===== config.mk =====
export PLATFORM = sky130hd
export DESIGN_NAME = obstacle_field_gen
export DESIGN_NICKNAME = d
export VERILOG_FILES = /design/src/rtl/obstacle_field_gen_pkg.sv /design/src/rtl/obstacle_field_gen_lfsr.sv /design/src/rtl/obstacle_field_gen.sv
export SDC_FILE = /design/constraint.sdc
export NUM_CORES = 1
export LEC_CHECK = 0
export BUFFER_PORTS_ARGS = -buffer_cell sky130_fd_sc_hd__buf_2
export CAP_MARGIN = 40
export CORE_AREA = 2 2 136 164
export DETAILED_ROUTE_END_ITERATION = 12
export DIE_AREA = 0 0 138 166
export PLACE_DENSITY_LB_ADDON = 0.1
export SLEW_MARGIN = 10
export SYNTH_ARGS = -nofsm -noshare
export SYNTH_HDL_FRONTEND = slang
export SYNTH_SLANG_ARGS = --single-unit
export TNS_END_PERCENT = 30

===== constraint.sdc =====
create_clock -name clk -period 6.39 [get_ports clk]
set_input_delay 0.639 -clock clk [delete_from_list [all_inputs] [get_ports clk]]
set_output_delay 0.639 -clock clk [all_outputs]
set_load 0.02 [all_outputs]

===== src/rtl/obstacle_field_gen_pkg.sv =====
// Shared types, constants and helpers for the obstacle field generator of the
// 8x16 dot-matrix dodge game. Imported by obstacle_lfsr and obstacle_field_gen.
package obstacle_field_gen_pkg;

  typedef enum logic [1:0] {
    ST_IDLE = 2'd0,
    ST_RUN  = 2'd1,
    ST_OVER = 2'd2
  } state_e;

  localparam int ROWS          = 8;
  localparam int COLS          = 16;
  localparam int PLAYER_COL_LO = 0;
  localparam int PLAYER_COL_HI = 1;

  // x^16 + x^14 + x^13 + x^11 + 1 as a right-shifting Fibonacci register:
  // the feedback bit is the XOR of bits 0, 2, 3 and 5 and enters at bit 15.
  localparam logic [15:0] LFSR_TAPS         = 16'h002D;
  localparam logic [15:0] LFSR_DEFAULT_SEED = 16'hACE1;

  localparam logic [3:0] GAP_SAT = 4'd15;

  function automatic logic [15:0] lfsr_advance(input logic [15:0] cur);
    return {^(cur & LFSR_TAPS), cur[15:1]};
  endfunction

  // One column of the frame, row r in bit r.
  function automatic logic [ROWS-1:0] frame_column(input logic [ROWS*COLS-1:0] f,
                                                   input int c);
    logic [ROWS-1:0] col;
    for (int r = 0; r < ROWS; r++) begin
      col[r] = f[r*COLS + c];
    end
    return col;
  endfunction

  // Two-row obstacle starting at row top; at the bottom row only one row fits.
  function automatic logic [ROWS-1:0] obstacle_mask(input logic [2:0] top);
    logic [ROWS-1:0] m;
    m      = {ROWS{1'b0}};
    m[top] = 1'b1;
    if (top != 3'd7) begin
      m[top + 3'd1] = 1'b1;
    end else begin
      m = m;
    end
    return m;
  endfunction

  // True when any lit pixel of the player columns overlaps the 2x2 sprite.
  function automatic logic player_hits(input logic [ROWS*COLS-1:0] f,
                                       input logic [2:0] prow);
    logic [2:0]      top;
    logic [ROWS-1:0] lo_col;
    logic [ROWS-1:0] hi_col;
    top    = (prow == 3'd7) ? 3'd6 : prow;
    lo_col = frame_column(f, PLAYER_COL_LO);
    hi_col = frame_column(f, PLAYER_COL_HI);
    return lo_col[top] | lo_col[top + 3'd1] | hi_col[top] | hi_col[top + 3'd1];
  endfunction

endpackage


===== src/rtl/obstacle_field_gen_lfsr.sv =====
// obstacle_lfsr: free-running 16-bit Fibonacci LFSR that supplies obstacle
// randomness. An all-zero value can never advance, so it reloads the seed.
module obstacle_lfsr
  import obstacle_field_gen_pkg::*;
#(
  parameter logic [15:0] SEED = LFSR_DEFAULT_SEED
) (
  input  logic        clk_i,
  input  logic        rst_ni,
  output logic [15:0] value_o
);

  logic [15:0] value_q;
  logic [15:0] value_d;

  // Next value, with zero-lockout recovery
  always_comb begin
    if (value_q == 16'h0000) begin
      value_d = SEED;
    end else begin
      value_d = lfsr_advance(value_q);
    end
  end

  // Shift register, advancing every clock in every game state
  always_ff @(posedge clk_i or negedge rst_ni) begin
    if (!rst_ni) begin
      value_q <= SEED;
    end else begin
      value_q <= value_d;
    end
  end

  assign value_o = value_q;

endmodule


===== src/rtl/obstacle_field_gen.sv =====
// obstacle_field_gen: generates and scrolls obstacles across the 8x16 field,
// checks them against the 2x2 player sprite and runs the IDLE/RUN/OVER FSM.
// Optional build macro SPEEDUP_EN: step period shrinks as the score grows.
module obstacle_field_gen
  import obstacle_field_gen_pkg::*;
#(
  parameter int unsigned TICK_DIV  = 50000000,
  parameter logic [15:0] LFSR_SEED = LFSR_DEFAULT_SEED,
  parameter int unsigned GAP_MIN   = 3
) (
  input  logic         clk,
  input  logic         rst,
  input  logic         start,
  input  logic [2:0]   player_row,
  output logic [127:0] frame,
  output logic         frame_valid,
  output logic         hit,
  output logic         game_over,
  output logic [7:0]   score,
  output logic [1:0]   state
);

  localparam int       CNT_W    = $clog2(TICK_DIV + 1);
  localparam logic [3:0] GAP_INIT = 4'(GAP_MIN);

  state_e               state_q, state_d;
  logic [CNT_W-1:0]     tick_q, tick_d;
  logic [3:0]           gap_q, gap_d;
  logic                 pend_q, pend_d;
  logic [ROWS-1:0]      last_q, last_d;
  logic [ROWS*COLS-1:0] frame_q, frame_d;
  logic                 fv_q, fv_d;
  logic                 hit_q, hit_d;
  logic                 go_q, go_d;
  logic [7:0]           score_q, score_d;

  logic [15:0]          lfsr_s;
  logic                 unused_lfsr_s;
  logic                 term_s;
  logic [ROWS-1:0]      mask_s;
  logic [ROWS-1:0]      exit_col_s;
  logic [ROWS-1:0]      near_col_s;

  obstacle_lfsr #(
    .SEED (LFSR_SEED)
  ) u_lfsr (
    .clk_i   (clk),
    .rst_ni  (rst),
    .value_o (lfsr_s)
  );

  assign unused_lfsr_s = ^lfsr_s[15:4];
  assign exit_col_s    = frame_column(frame_q, 0);
  assign near_col_s    = frame_column(frame_q, 1);

`ifdef SPEEDUP_EN
  logic [CNT_W-1:0] period_q, period_d;

  function automatic logic [CNT_W-1:0] period_for(input logic [7:0] sc);
    logic [1:0]       sh;
    logic [CNT_W-1:0] p;
    if (sc[7:3] > 5'd3) begin
      sh = 2'd3;
    end else begin
      sh = sc[4:3];
    end
    p = CNT_W'(TICK_DIV) >> sh;
    if (p == {CNT_W{1'b0}}) begin
      p = CNT_W'(1);
    end else begin
      p = p;
    end
    return p;
  endfunction

  assign term_s = (tick_q == (period_q - CNT_W'(1)));

  // Period selection: only reloaded at a wrap or restart, so a change lands on the next interval
  always_comb begin
    if ((state_q == ST_OVER) && start) begin
      period_d = CNT_W'(TICK_DIV);
    end else if ((state_q == ST_RUN) && term_s) begin
      period_d = period_for(score_q);
    end else begin
      period_d = period_q;
    end
  end

  // Period register
  always_ff @(posedge clk or negedge rst) begin
    if (!rst) begin
      period_q <= CNT_W'(TICK_DIV);
    end else begin
      period_q <= period_d;
    end
  end
`else
  assign term_s = (tick_q == CNT_W'(TICK_DIV - 1));
`endif

  // FSM next state, scroll step, obstacle generation, collision and scoring
  always_comb begin
    state_d = state_q;
    tick_d  = tick_q;
    gap_d   = gap_q;
    pend_d  = pend_q;
    last_d  = last_q;
    frame_d = frame_q;
    score_d = score_q;
    fv_d    = 1'b0;
    hit_d   = 1'b0;
    mask_s  = {ROWS{1'b0}};
    case (state_q)
      ST_IDLE: begin
        if (start) begin
          state_d = ST_RUN;
        end else begin
          state_d = ST_IDLE;
        end
      end
      ST_RUN: begin
        if (term_s) begin
          // A step edge does not raise hit: collision is judged on the new frame next cycle.
          tick_d = {CNT_W{1'b0}};
          if (pend_q) begin
            mask_s = last_q;
            pend_d = 1'b0;
            gap_d  = 4'd0;
          end else if (gap_q < GAP_INIT) begin
            gap_d = gap_q + 4'd1;
          end else if (lfsr_s[0]) begin
            mask_s = obstacle_mask(lfsr_s[3:1]);
            last_d = obstacle_mask(lfsr_s[3:1]);
            pend_d = 1'b1;
            gap_d  = 4'd0;
          end else if (gap_q != GAP_SAT) begin
            gap_d = gap_q + 4'd1;
          end else begin
            gap_d = gap_q;
          end
          for (int r = 0; r < ROWS; r++) begin
            frame_d[r*COLS +: COLS] = {mask_s[r], frame_q[r*COLS + 1 +: COLS-1]};
          end
          // Trailing column of an obstacle leaving: exit column lit, column behind it empty.
          if ((exit_col_s != {ROWS{1'b0}}) && (near_col_s == {ROWS{1'b0}}) &&
              (score_q != 8'hFF)) begin
            score_d = score_q + 8'd1;
          end else begin
            score_d = score_q;
          end
          fv_d = 1'b1;
        end else begin
          tick_d = tick_q + CNT_W'(1);
          if (player_hits(frame_q, player_row)) begin
            hit_d   = 1'b1;
            state_d = ST_OVER;
          end else begin
            state_d = ST_RUN;
          end
        end
      end
      ST_OVER: begin
        if (start) begin
          state_d = ST_RUN;
          frame_d = {(ROWS*COLS){1'b0}};
          score_d = 8'd0;
          tick_d  = {CNT_W{1'b0}};
          gap_d   = 4'd0;
          pend_d  = 1'b0;
          fv_d    = 1'b1;
        end else begin
          state_d = ST_OVER;
        end
      end
      default: begin
        state_d = ST_IDLE;
      end
    endcase
    go_d = (state_d == ST_OVER);
  end

  // State and output registers; asynchronous reset aborts a run immediately
  always_ff @(posedge clk or negedge rst) begin
    if (!rst) begin
      state_q <= ST_IDLE;
      tick_q  <= {CNT_W{1'b0}};
      gap_q   <= GAP_INIT;
      pend_q  <= 1'b0;
      last_q  <= {ROWS{1'b0}};
      frame_q <= {(ROWS*COLS){1'b0}};
      fv_q    <= 1'b0;
      hit_q   <= 1'b0;
      go_q    <= 1'b0;
      score_q <= 8'd0;
    end else begin
      state_q <= state_d;
      tick_q  <= tick_d;
      gap_q   <= gap_d;
      pend_q  <= pend_d;
      last_q  <= last_d;
      frame_q <= frame_d;
      fv_q    <= fv_d;
      hit_q   <= hit_d;
      go_q    <= go_d;
      score_q <= score_d;
    end
  end

  assign frame       = frame_q;
  assign frame_valid = fv_q;
  assign hit         = hit_q;
  assign game_over   = go_q;
  assign score       = score_q;
  assign state       = state_q;

endmodule

# Word level (Yosys, flattened, before mapping)

Cells that the tools add are included.

Logic and storage cells: 108
Register bits: 196
Input bits: 6

Magnitude comparators: 7
Reductions and logical operators: 15
$add $sub $neg: 5
Equal/unequal tests: 12
Multiplexer cells: 52
Bitwise logic cells: 6

Operators by type and width:

| kind                  | count |
|---|---|
| $mux 128              | 2 |
| $pmux 128 s2          | 1 |
| $mux 8                | 7 |
| $mux 26               | 2 |
| $pmux 26 s2           | 1 |
| $add 26x1->26 const B | 1 |
| $eq 26x26->1 const B  | 1 |
| $mux 4                | 6 |
| $mux 1                | 17 |
| $logic_not 16->1      | 1 |
| $lt 3x4->1 const B    | 4 |
| $mux 16               | 1 |
| $pmux 8 s2            | 1 |
| $reduce_xor 16->1     | 1 |
| $bmux 1 s3            | 4 |
| $add 8x1->8 const B   | 1 |
| $logic_not 8->1       | 1 |
| $ne 8x8->1 const B    | 1 |
| $or 8x8->8            | 1 |
| $pmux 4 s2            | 1 |
| $reduce_and 4->1      | 2 |
| $reduce_bool 8->1     | 1 |
| $add 3x1->3 const B   | 2 |
| $demux 1 s3           | 2 |
| other kinds (22)      | 35 |

# Depth between registers and ports, before layout

Gate-level depths: netlist of the first run.

Depth after elaboration: 12
Gate-level depth with buffers: 10
Depth with buffers taken out: 8

# Cells and area by module

From an unflattened synthesis of the first run, not the netlist that was laid out.

Cells, all modules: 974
Area total of the unflattened synthesis: 9541.7 µm²

Modules (own cells, without submodules):

| module             | times used | area each (µm²) | cells each |
|---|---|---|---|
| obstacle_field_gen | 1          | 8818.5          | 923 |
| obstacle_lfsr      | 1          | 723.2           | 51 |

# Worst setup path before layout of the first run

No wires, ideal clock.

Path kind: input port to flip-flop
Start point: in player_row[0]
End point: reg go_q (netlist: game_over)
Data arrival time: 2305 ps
Buffers on the path: 0
Setup slack: 3992 ps
Stages: 7
Library setup time: 94 ps
Data required time: 6296 ps
Cells stage by stage: a21boi_1 ha_1 mux4_2 nor2_1 a2111oi_2 mux2_2 a211oi_1

Longest elaborated chain between the ends: 12
Elaborated cells on any way between the ends: 18

Ends and longest elaborated chain:

| what                         | RTL line                     | source |
|---|---|---|
| from (decl)                  | obstacle_field_gen.sv:14     | `input logic [2:0] player_row,` |
| $eq 3x3->1                   | obstacle_field_gen_pkg.sv:56 | `top = (prow == 3'd7) ? 3'd6 : prow;` |
| $mux 3 (*)                   | obstacle_field_gen_pkg.sv:56 |  |
| $add 3x1->3                  | obstacle_field_gen_pkg.sv:59 | `return lo_col[top] \| lo_col[top + 3'd1] \| hi_col[top] \| hi_col[top + 3'd1];` |
| $bmux 1 s3                   | obstacle_field_gen_pkg.sv:59 |  |
| $mux 1 (not written as such) | obstacle_field_gen_pkg.sv:59 |  |
| $or 1x1->1 (2 in series)     | obstacle_field_gen_pkg.sv:59 |  |
| $or 1x1->1 (*)               | obstacle_field_gen_pkg.sv:59 |  |
| $mux 2 (*)                   | obstacle_field_gen.sv:154    | `if (player_hits(frame_q, player_row)) begin` |
| $mux 2 (*)                   | obstacle_field_gen.sv:122    | `if (term_s) begin` |
| $pmux 2 s3 (*)               | obstacle_field_gen.sv:113    | `case (state_q)` |
| $eq 2x2->1 (*)               | obstacle_field_gen.sv:179    | `go_d = (state_d == ST_OVER);` |
| named net go_d               | obstacle_field_gen.sv:34     | `logic go_q, go_d;` |
| to (signal assigned)         | obstacle_field_gen.sv:204    | `go_q <= go_d;` |
| to (decl)                    | obstacle_field_gen.sv:34     |  |

Mark *: on every way through the listed nets, which the timed path passes. The rest lies on a longest branch. The select of a mux whose other input is x is not followed.
A chain may end at the register's enable or synchronous reset.

# Final worst setup path of the first run

Start point: reg state_q[0] (netlist: state[0])
End point: reg frame_q[32] (netlist: frame[32])

Longest elaborated chain between the ends: 3
Elaborated cells on any way between the ends: 7

Ends and longest elaborated chain:

| what                                                      | RTL line                  | source |
|---|---|---|
| from (decl)                                               | obstacle_field_gen.sv:26  | `state_e state_q, state_d;` |
| from (signal assigned)                                    | obstacle_field_gen.sv:196 | `state_q <= state_d;` |
| $eq 2x1->1 or $eq 2x2->1 (tied branches)                  | obstacle_field_gen.sv:113 |  |
| $ne 2x2->1 (no line) or $reduce_bool 2->1 (tied branches) | n/a                       |  |
| $reduce_and 3->1 (no line)                                | n/a                       |  |
| to (signal assigned)                                      | obstacle_field_gen.sv:190 | `frame_q <= {(ROWS*COLS){1'b0}};` |
| to (signal assigned)                                      | obstacle_field_gen.sv:201 | `frame_q <= frame_d;` |
| to (decl)                                                 | obstacle_field_gen.sv:31  | `logic [ROWS*COLS-1:0] frame_q, frame_d;` |

Several ways; a longest one is shown, not always the timed one.

==> results.ini, run 1 <==
[grt]
first_global_vias=6623
antenna_found_initial=0
gr-usage-all-layers_pct=18.76
grt_overflow_total=0
grt_max_degree=134
grt_first_pass_wirelength_microns=35360

[timing]
timing.final.crit_share_pct=54.29
final_max_slew_viol_count=0
fmax_mhz=288.3
normalized_max_slew_margin_pct=34.34
finalSetupViolCount=0
skew_ns=0.01541
grt_setup_unrepaired=false
final.setup.tns_ns=0
min_tclk_post_route_ns=3.469
worstMarginPinSlew_ns=0.9758
final-hold-violation-count=0

[clocking]
cts_post_setup_buffers_inserted=0
ctsLongestPathBuffers=2
worst_setup_hold_path_clk_slew_ns=0.08
cts_made_buffers=17
post_cts.resized_instances=0
cts.sink_count=196
h-tree-depth=4
cts-root-buf=sky130_fd_sc_hd__clkbuf_16
tritoncts=yes
postCtsHoldBufs=0
worst_skew_late_latency_ns=0.44

[yosys]
post_synth_mux_area_share_pct=1.591
synth-main-ff-cell=sky130_fd_sc_hd__dfrtp_1
synth_enable_flop_cells=0
synth.distinct_cells=60
post-synth-top-area-fraction_pct=50.58
synth_fa_ha_area_share_pct=2.447
synthesis.area_sq_mm=0.009203
syn-mean-instance-area_sq_um=9.626
yosysMostFrequentCell=sky130_fd_sc_hd__dfrtp_1
synthDominantAreaCellType=sky130_fd_sc_hd__dfrtp_1
seq_area_frac_synth_pct=53.43
synth-seq-cells=196
synth_compound_gate_area_share_pct=14.38
postSynth.asyncResetShare_pct=100.0
number_of_nets_in_the_synthesized_netlist=980
synthSimpleGateAreaFrac_pct=23.25
yosys_warnings=0
post_synth_main_area_contributors=sky130_fd_sc_hd__dfrtp_1 (51%), sky130_fd_sc_hd__nand2b_1 (9.1%), sky130_fd_sc_hd__nand2_1 (6.6%)
top_post_synthesis_cells_by_count=sky130_fd_sc_hd__dfrtp_1 (186), sky130_fd_sc_hd__nand2_1 (163), sky130_fd_sc_hd__nand2b_1 (134), sky130_fd_sc_hd__o21ai_1 (121), sky130_fd_sc_hd__o21ai_0 (52)
synth_top_family_by_area=simple AND/OR/NAND/NOR gates
netlist_instances=956
post_synth_xor_area_fraction_pct=0.7614

[floorplan]
io_pins=147
core-area_sq_mm=0.02141
fp.dieArea_sq_mm=0.02291
fp.dieW_microns=138
num_rows=59
floorplan.initialDensity_pct=42.99
die_height_microns=166

[setup_path]
critical_path.max_fanout=133
critPathLaunchType=flip-flop
worst-endpoint-arrival_ns=3.76
worst_setup_path_end_kind=flip-flop
worstPathRequired_ns=6.68
crit_type=flip-flop to flip-flop

[layout]
multi_input_area_sq_mm=0.003925
fill_cells=2093
post_layout_nonfiller_instances=1358
final_design_area_no_fill_sq_mm=0.01070
area.growth.synth_to_final_pct=16.29
antennaDiodeCount=0
layout-drive-gt1-share_pct=20.57
sequential_cell_area_sq_mm=0.004917
finish.net_count=1095
final_core_util_pct=49.99

[drt]
routed_wl_microns=20930
length_of_routed_met3_wiring_microns=640
wl_met1_microns=10050
drtIter0Drc=511
drt_first_pass_iters=4
drc=0
via_count=6988
met2WireLength_microns=9767
vias_per_cell=5.146
highest-signal-layer=met4
detail-route-antenna-nets=0
routed_wire_length_per_instance_microns=15.41

[power_and_ir_drop]
vdd_drop_max_mv=0.2526
leakage_nw=4.843
cellPowerDensity_mw_per_mm2=413.8

[placed_design]
dpl_cell_area_sq_mm=0.01008
dp_hpwl_microns=14010
placement.io_buffers=146
placedCellCount=1325
gp_congestion=0.8007

[flow_run]
timing.max_cap.violations=0

[worst_hold_path]
hold_path.class=input port to asynchronous set/reset pin

[status]
outcome=complete, no violations

per-stage QoR:
step | worst slack [ns] | hold slack, ns | total power (W)
3_3_place_gp | 2.742 | 0.3714 | 0.003351
5_1_grt | 2.538 | 0.1948 | 0.004759
3_5_place_dp | 2.901 | 0.3725 | 0.003400
2_1_floorplan | 3.992 | 0.3434 | 0.002961
4_1_cts | 2.869 | 0.1754 | 0.004489
6_report | 2.921 | 0.1622 | 0.004429
layout by cell type (no fill, tap or decap), types with 4 or more instances in the layout:
master                        n
sky130_fd_sc_hd__dfrtp_1    186
sky130_fd_sc_hd__nand2_1    163
sky130_fd_sc_hd__buf_2      146
sky130_fd_sc_hd__nand2b_1   134
sky130_fd_sc_hd__o21ai_1    121
sky130_fd_sc_hd__o21ai_0     52
sky130_fd_sc_hd__nor2_1      32
sky130_fd_sc_hd__nand3_1     20
sky130_fd_sc_hd__ha_1        17
sky130_fd_sc_hd__clkbuf_16   17
sky130_fd_sc_hd__a21oi_1     16
sky130_fd_sc_hd__nand4_1     11
sky130_fd_sc_hd__nor4_1      10
sky130_fd_sc_hd__nor3_1      10
sky130_fd_sc_hd__o31ai_1     10
sky130_fd_sc_hd__dfstp_2     10
sky130_fd_sc_hd__mux2_2       9
sky130_fd_sc_hd__inv_1        7
sky130_fd_sc_hd__nor2b_1      7
sky130_fd_sc_hd__a22oi_1      7
sky130_fd_sc_hd__buf_4        7
sky130_fd_sc_hd__and2_1       5
sky130_fd_sc_hd__clkinv_4     5
sky130_fd_sc_hd__xor2_1       4
sky130_fd_sc_hd__a31oi_1      4
sky130_fd_sc_hd__xnor2_1      4
sky130_fd_sc_hd__inv_6        4
power by group:
group	internal, W	leakage, nW	switching, W
Sequential	0.00151	2.64	0.000239
Combinational	0.000504	1.92	0.00110
Clock	0.000572	0.289	0.000502
Total	0.00259	4.84	0.00184
flip-flops by register name, summed over array words and instances (netlist names):
register	cells
frame	128
frame_valid	1
game_over	1
gap_q	4
hit	1
last_q	8
pend_q	1
score	8
state	2
tick_q	26
u_lfsr.value_o	16
cell type report:
| class | count | area share [%] |
|---|---|---|
| flip-flops and latches | 196 | 45.95 |
| well taps | 274 | 3.204 |
| clock inverters | 13 | 1.298 |
| inverters | 7 | 0.2455 |
| clock buffers | 19 | 4.232 |
| repair buffers | 159 | 8.395 |
| multi-input cells | 690 | 36.68 |
path summary, 6_finish.rpt:
path,cells after the start,endpoint,slack [ns],startpoint
setup reg to reg,8,frame[32],2.92,state[0]
max in group asynchronous,3,u_lfsr.value_o[11],5.12,rst
hold / removal,1,frame[24],0.16,rst
setup / recovery,8,frame[32],2.92,state[0]
min in group clk,0,u_lfsr.value_o[9],0.40,u_lfsr.value_o[10]
hold reg to reg,0,u_lfsr.value_o[9],0.40,u_lfsr.value_o[10]
critical path, stage by stage (launching register included):
cell and delay (ns):
sky130_fd_sc_hd__dfrtp_1 0.43, sky130_fd_sc_hd__inv_1 0.14, sky130_fd_sc_hd__ha_4 0.47, sky130_fd_sc_hd__nor2b_1 0.17, sky130_fd_sc_hd__a21oi_2 0.51, sky130_fd_sc_hd__buf_8 0.23
sky130_fd_sc_hd__a21o_4 0.64, sky130_fd_sc_hd__buf_12 0.47, sky130_fd_sc_hd__o21ai_1 0.16
per-layer routing:
metal | up-vias | GRT usage (%)
met5 | - | 0
met4 | 0 | 7.276
met3 | 29 | 3.460
met2 | 120 | 28.48
met1 | 3347 | 26.82
li1 | 3492 | -
cells by family (layout without fill, tap and decap cells):
kind of cell    count (synthesis)  count (layout)
simple gates                  417             417
compound gates                236             236
flops                         196             196
fa+ha+maj                      18              18
xor+xnor                        8               8
buf+inv                        70             198
mux                            11              11
Note: power is estimated with default switching activity, not from simulation.
==> run 2: changes to the inputs <==
==> constraint.sdc (replaced) <==
create_clock -name clk -period 3.65 [get_ports clk]
set_input_delay 0.365 -clock clk [delete_from_list [all_inputs] [get_ports clk]]
set_output_delay 0.365 -clock clk [all_outputs]
set_load 0.02 [all_outputs]
==> results.ini, run 2 (synthesized netlist as in run 1, its figures left out) <==
[timing]
normalized_max_slew_margin_pct=42.78  ; +8.4 points
min_tclk_post_route_ns=2.786  ; -0.6826 ns
fmax_mhz=358.9  ; +24%
final-hold-violation-count=10  ; +10
timing.final.crit_share_pct=76.34  ; +22 points
final.hold.worst_slack_ns=-0.04493  ; -0.2071 ns
finalSetupViolCount=0  ; unchanged
worstMarginPinSlew_ns=0.8504  ; -0.1254 ns
skew_ns=0.01392  ; -0.001488 ns
postLayoutSetupSlackWorst_ns=0.8636  ; -2.057 ns
grt_setup_unrepaired=false
final.setup.tns_ns=0  ; unchanged
final_max_slew_viol_count=0  ; unchanged

[layout]
layout_common_cells=sky130_fd_sc_hd__dfrtp_1 (186), sky130_fd_sc_hd__nand2_1 (163), sky130_fd_sc_hd__buf_2 (147)
layout-drive-gt1-share_pct=20.81  ; +0.24 points
antennaDiodeCount=0  ; unchanged
area.growth.synth_to_final_pct=16.06
most_common_library_cell_in_the_layout_ignoring_fill_and_taps=sky130_fd_sc_hd__dfrtp_1
finish.net_count=1097  ; +0.18%
largest_register_ffs=128  ; unchanged
final_core_util_pct=49.89  ; -0.099 points

[drt]
routed_wire_length_per_instance_microns=15.45  ; +0.26%
vias_per_cell=5.103  ; -0.83%
via_count=6940  ; -0.69%
drt_first_pass_iters=4  ; unchanged
drtIter0Drc=453  ; -11%
drc=0  ; unchanged
detail-route-antenna-nets=0  ; unchanged
routed_wl_microns=21020  ; +0.41%

[power_and_ir_drop]
vdd_drop_max_mv=0.5232  ; +110%
power_frac_clock_pct=23.8  ; -0.4 points
leakage_nw=4.838  ; about the same
share_seq_of_total_power_pct=39.5  ; about the same
cellInternalPower_w=0.004488  ; +73%
comb_power_share_pct=36.7  ; +0.5 points
switching_power_w=0.003286  ; +79%
power_w=0.007774  ; +76%
cellPowerDensity_mw_per_mm2=727.9  ; +76%
power_switching_share_pct=42.27  ; +0.75 points

[setup_path]
critical_path.slowest_cell=sky130_fd_sc_hd__buf_4
critPathLaunchType=flip-flop
crit_path_max_incr_delay_ns=0.51  ; -0.13 ns
critical-path-top-cell-by-count=sky130_fd_sc_hd__buf_4
crit_type=flip-flop to flip-flop
crit_path_cell_trace=inv_1 -> ha_4 -> nor2b_1 -> a21oi_2 -> buf_4 -> a21o_4 -> buf_4 -> o21ai_0
worst-endpoint-arrival_ns=3.08  ; -0.68 ns
worst_setup_path_end_kind=flip-flop
worstPathRequired_ns=3.94  ; -2.74 ns
critical_path.max_fanout=56  ; -58%

[grt]
grt_first_pass_wirelength_microns=36380  ; +2.9%
grt_overflow_total=0  ; unchanged
first_global_vias=6717  ; +1.4%
grt_max_degree=103  ; -23%
gr-usage-all-layers_pct=19.12  ; +0.36 points
antenna_found_initial=0  ; unchanged

[flow_run]
timing.max_cap.violations=0  ; unchanged

[clocking]
cts_post_setup_buffers_inserted=0  ; unchanged
post_cts.resized_instances=0  ; unchanged
worst_skew_late_latency_ns=0.43  ; about the same
cts_made_buffers=17  ; unchanged
ctsLongestPathBuffers=2  ; unchanged
h-tree-depth=4  ; unchanged
worst_setup_hold_path_clk_slew_ns=0.08  ; about the same
cts-root-buf=sky130_fd_sc_hd__clkbuf_16
tritoncts=yes
postCtsHoldBufs=0  ; unchanged
cts.sink_count=196  ; unchanged

[floorplan]
io_pins=147  ; unchanged
core-area_sq_mm=0.02141  ; unchanged
num_rows=59  ; unchanged
die_height_microns=166  ; unchanged
floorplan.initialDensity_pct=42.99  ; unchanged
fp.dieArea_sq_mm=0.02291  ; unchanged
fp.dieW_microns=138  ; unchanged

[placed_design]
pre_cts_slack_ns=0.7917  ; -2.109 ns
gp_congestion=0.8234  ; +2.8%
dp_hpwl_microns=14320  ; +2.2%
placement.io_buffers=146  ; unchanged

[status]
violations_in_the_final_reports=hold timing
outcome=finished, violations left

[worst_hold_path]
hold_path.class=input port to asynchronous set/reset pin

==> run 2: changes by cell type in the layout (fill, tap and decap cells not counted), sizes merged <==
cell | before | now
bufinv | 1 | 0
clkbuf | 20 | 18
clkinvlp | 1 | 2
clkdlybuf4s15 | 1 | 0
inv | 13 | 15
buf | 157 | 160
==> run 2: critical path, delay by kind of cell (launching register included) <==
kind | cells | cell delay, ns
buffers and inverters | 3 | 0.95
AO/OA/AOI/OAI | 3 | 0.70
flip-flops | 1 | 0.44
adder cells (fa/ha/maj) | 1 | 0.38
AND/OR/NAND/NOR | 1 | 0.17
==> run 2: power groups by stage <==
stage | clock (W) | combinational [W] | sequential, W
6_report | 0.00185 | 0.00285 | 0.00307
5_1_grt | 0.00201 | 0.00319 | 0.00316
2_1_floorplan | 0 | 0.00165 | 0.00353
4_1_cts | 0.00191 | 0.00290 | 0.00308
3_3_place_gp | 0 | 0.00283 | 0.00312
3_5_place_dp | 0 | 0.00290 | 0.00312
==> run 2: cell type report <==
| cell class | count | area [sq um] |
|---|---|---|
| Sequential cell | 196 | 4917 |
| Inverter | 7 | 26.28 |
| Fill cell | 2087 | 10730 |
| Timing Repair Buffer | 161 | 879.6 |
| Clock buffer | 17 | 425.4 |
| Multi-Input combinational cell | 690 | 3929 |
| Tap cell | 274 | 342.8 |
| Clock inverter | 15 | 160.2 |
==> run 2: final timing paths <==
kind	from	endpoint	slack (ns)	cells after the start
min reg2reg	u_lfsr.value_o[4]	u_lfsr.value_o[3]	0.38	0
min in group clk	player_row[1]	hit	0.34	3
max reg2reg	state[0]	frame[63]	0.86	8
max	state[0]	frame[63]	0.86	8
min	rst	frame[24]	-0.04	1
max in group asynchronous	rst	u_lfsr.value_o[11]	2.76	2
==> run 2: metrics by stage <==
| stage | instance area (sq um) | instances |
|---|---|---|
| finish | 10680 | 1360 |
| floorplan | 9203 | 956 |
| detailed placement | 10090 | 1328 |
| global route | 10680 | 1360 |
| global placement | 10070 | 1325 |
| CTS | 10680 | 1360 |
==> run 2: per-layer routing <==
| layer | vias to the layer above | GRT usage [%] | part of all wire (%) |
|---|---|---|---|
| li1 | 3490 | - | - |
| met1 | 3335 | 26.40 | 47 |
| met2 | 108 | 31.53 | 49 |
| met3 | 7 | 3.287 | 2.8 |
| met4 | 0 | 4.791 | 1.1 |
| met5 | - | 0 | 0 |
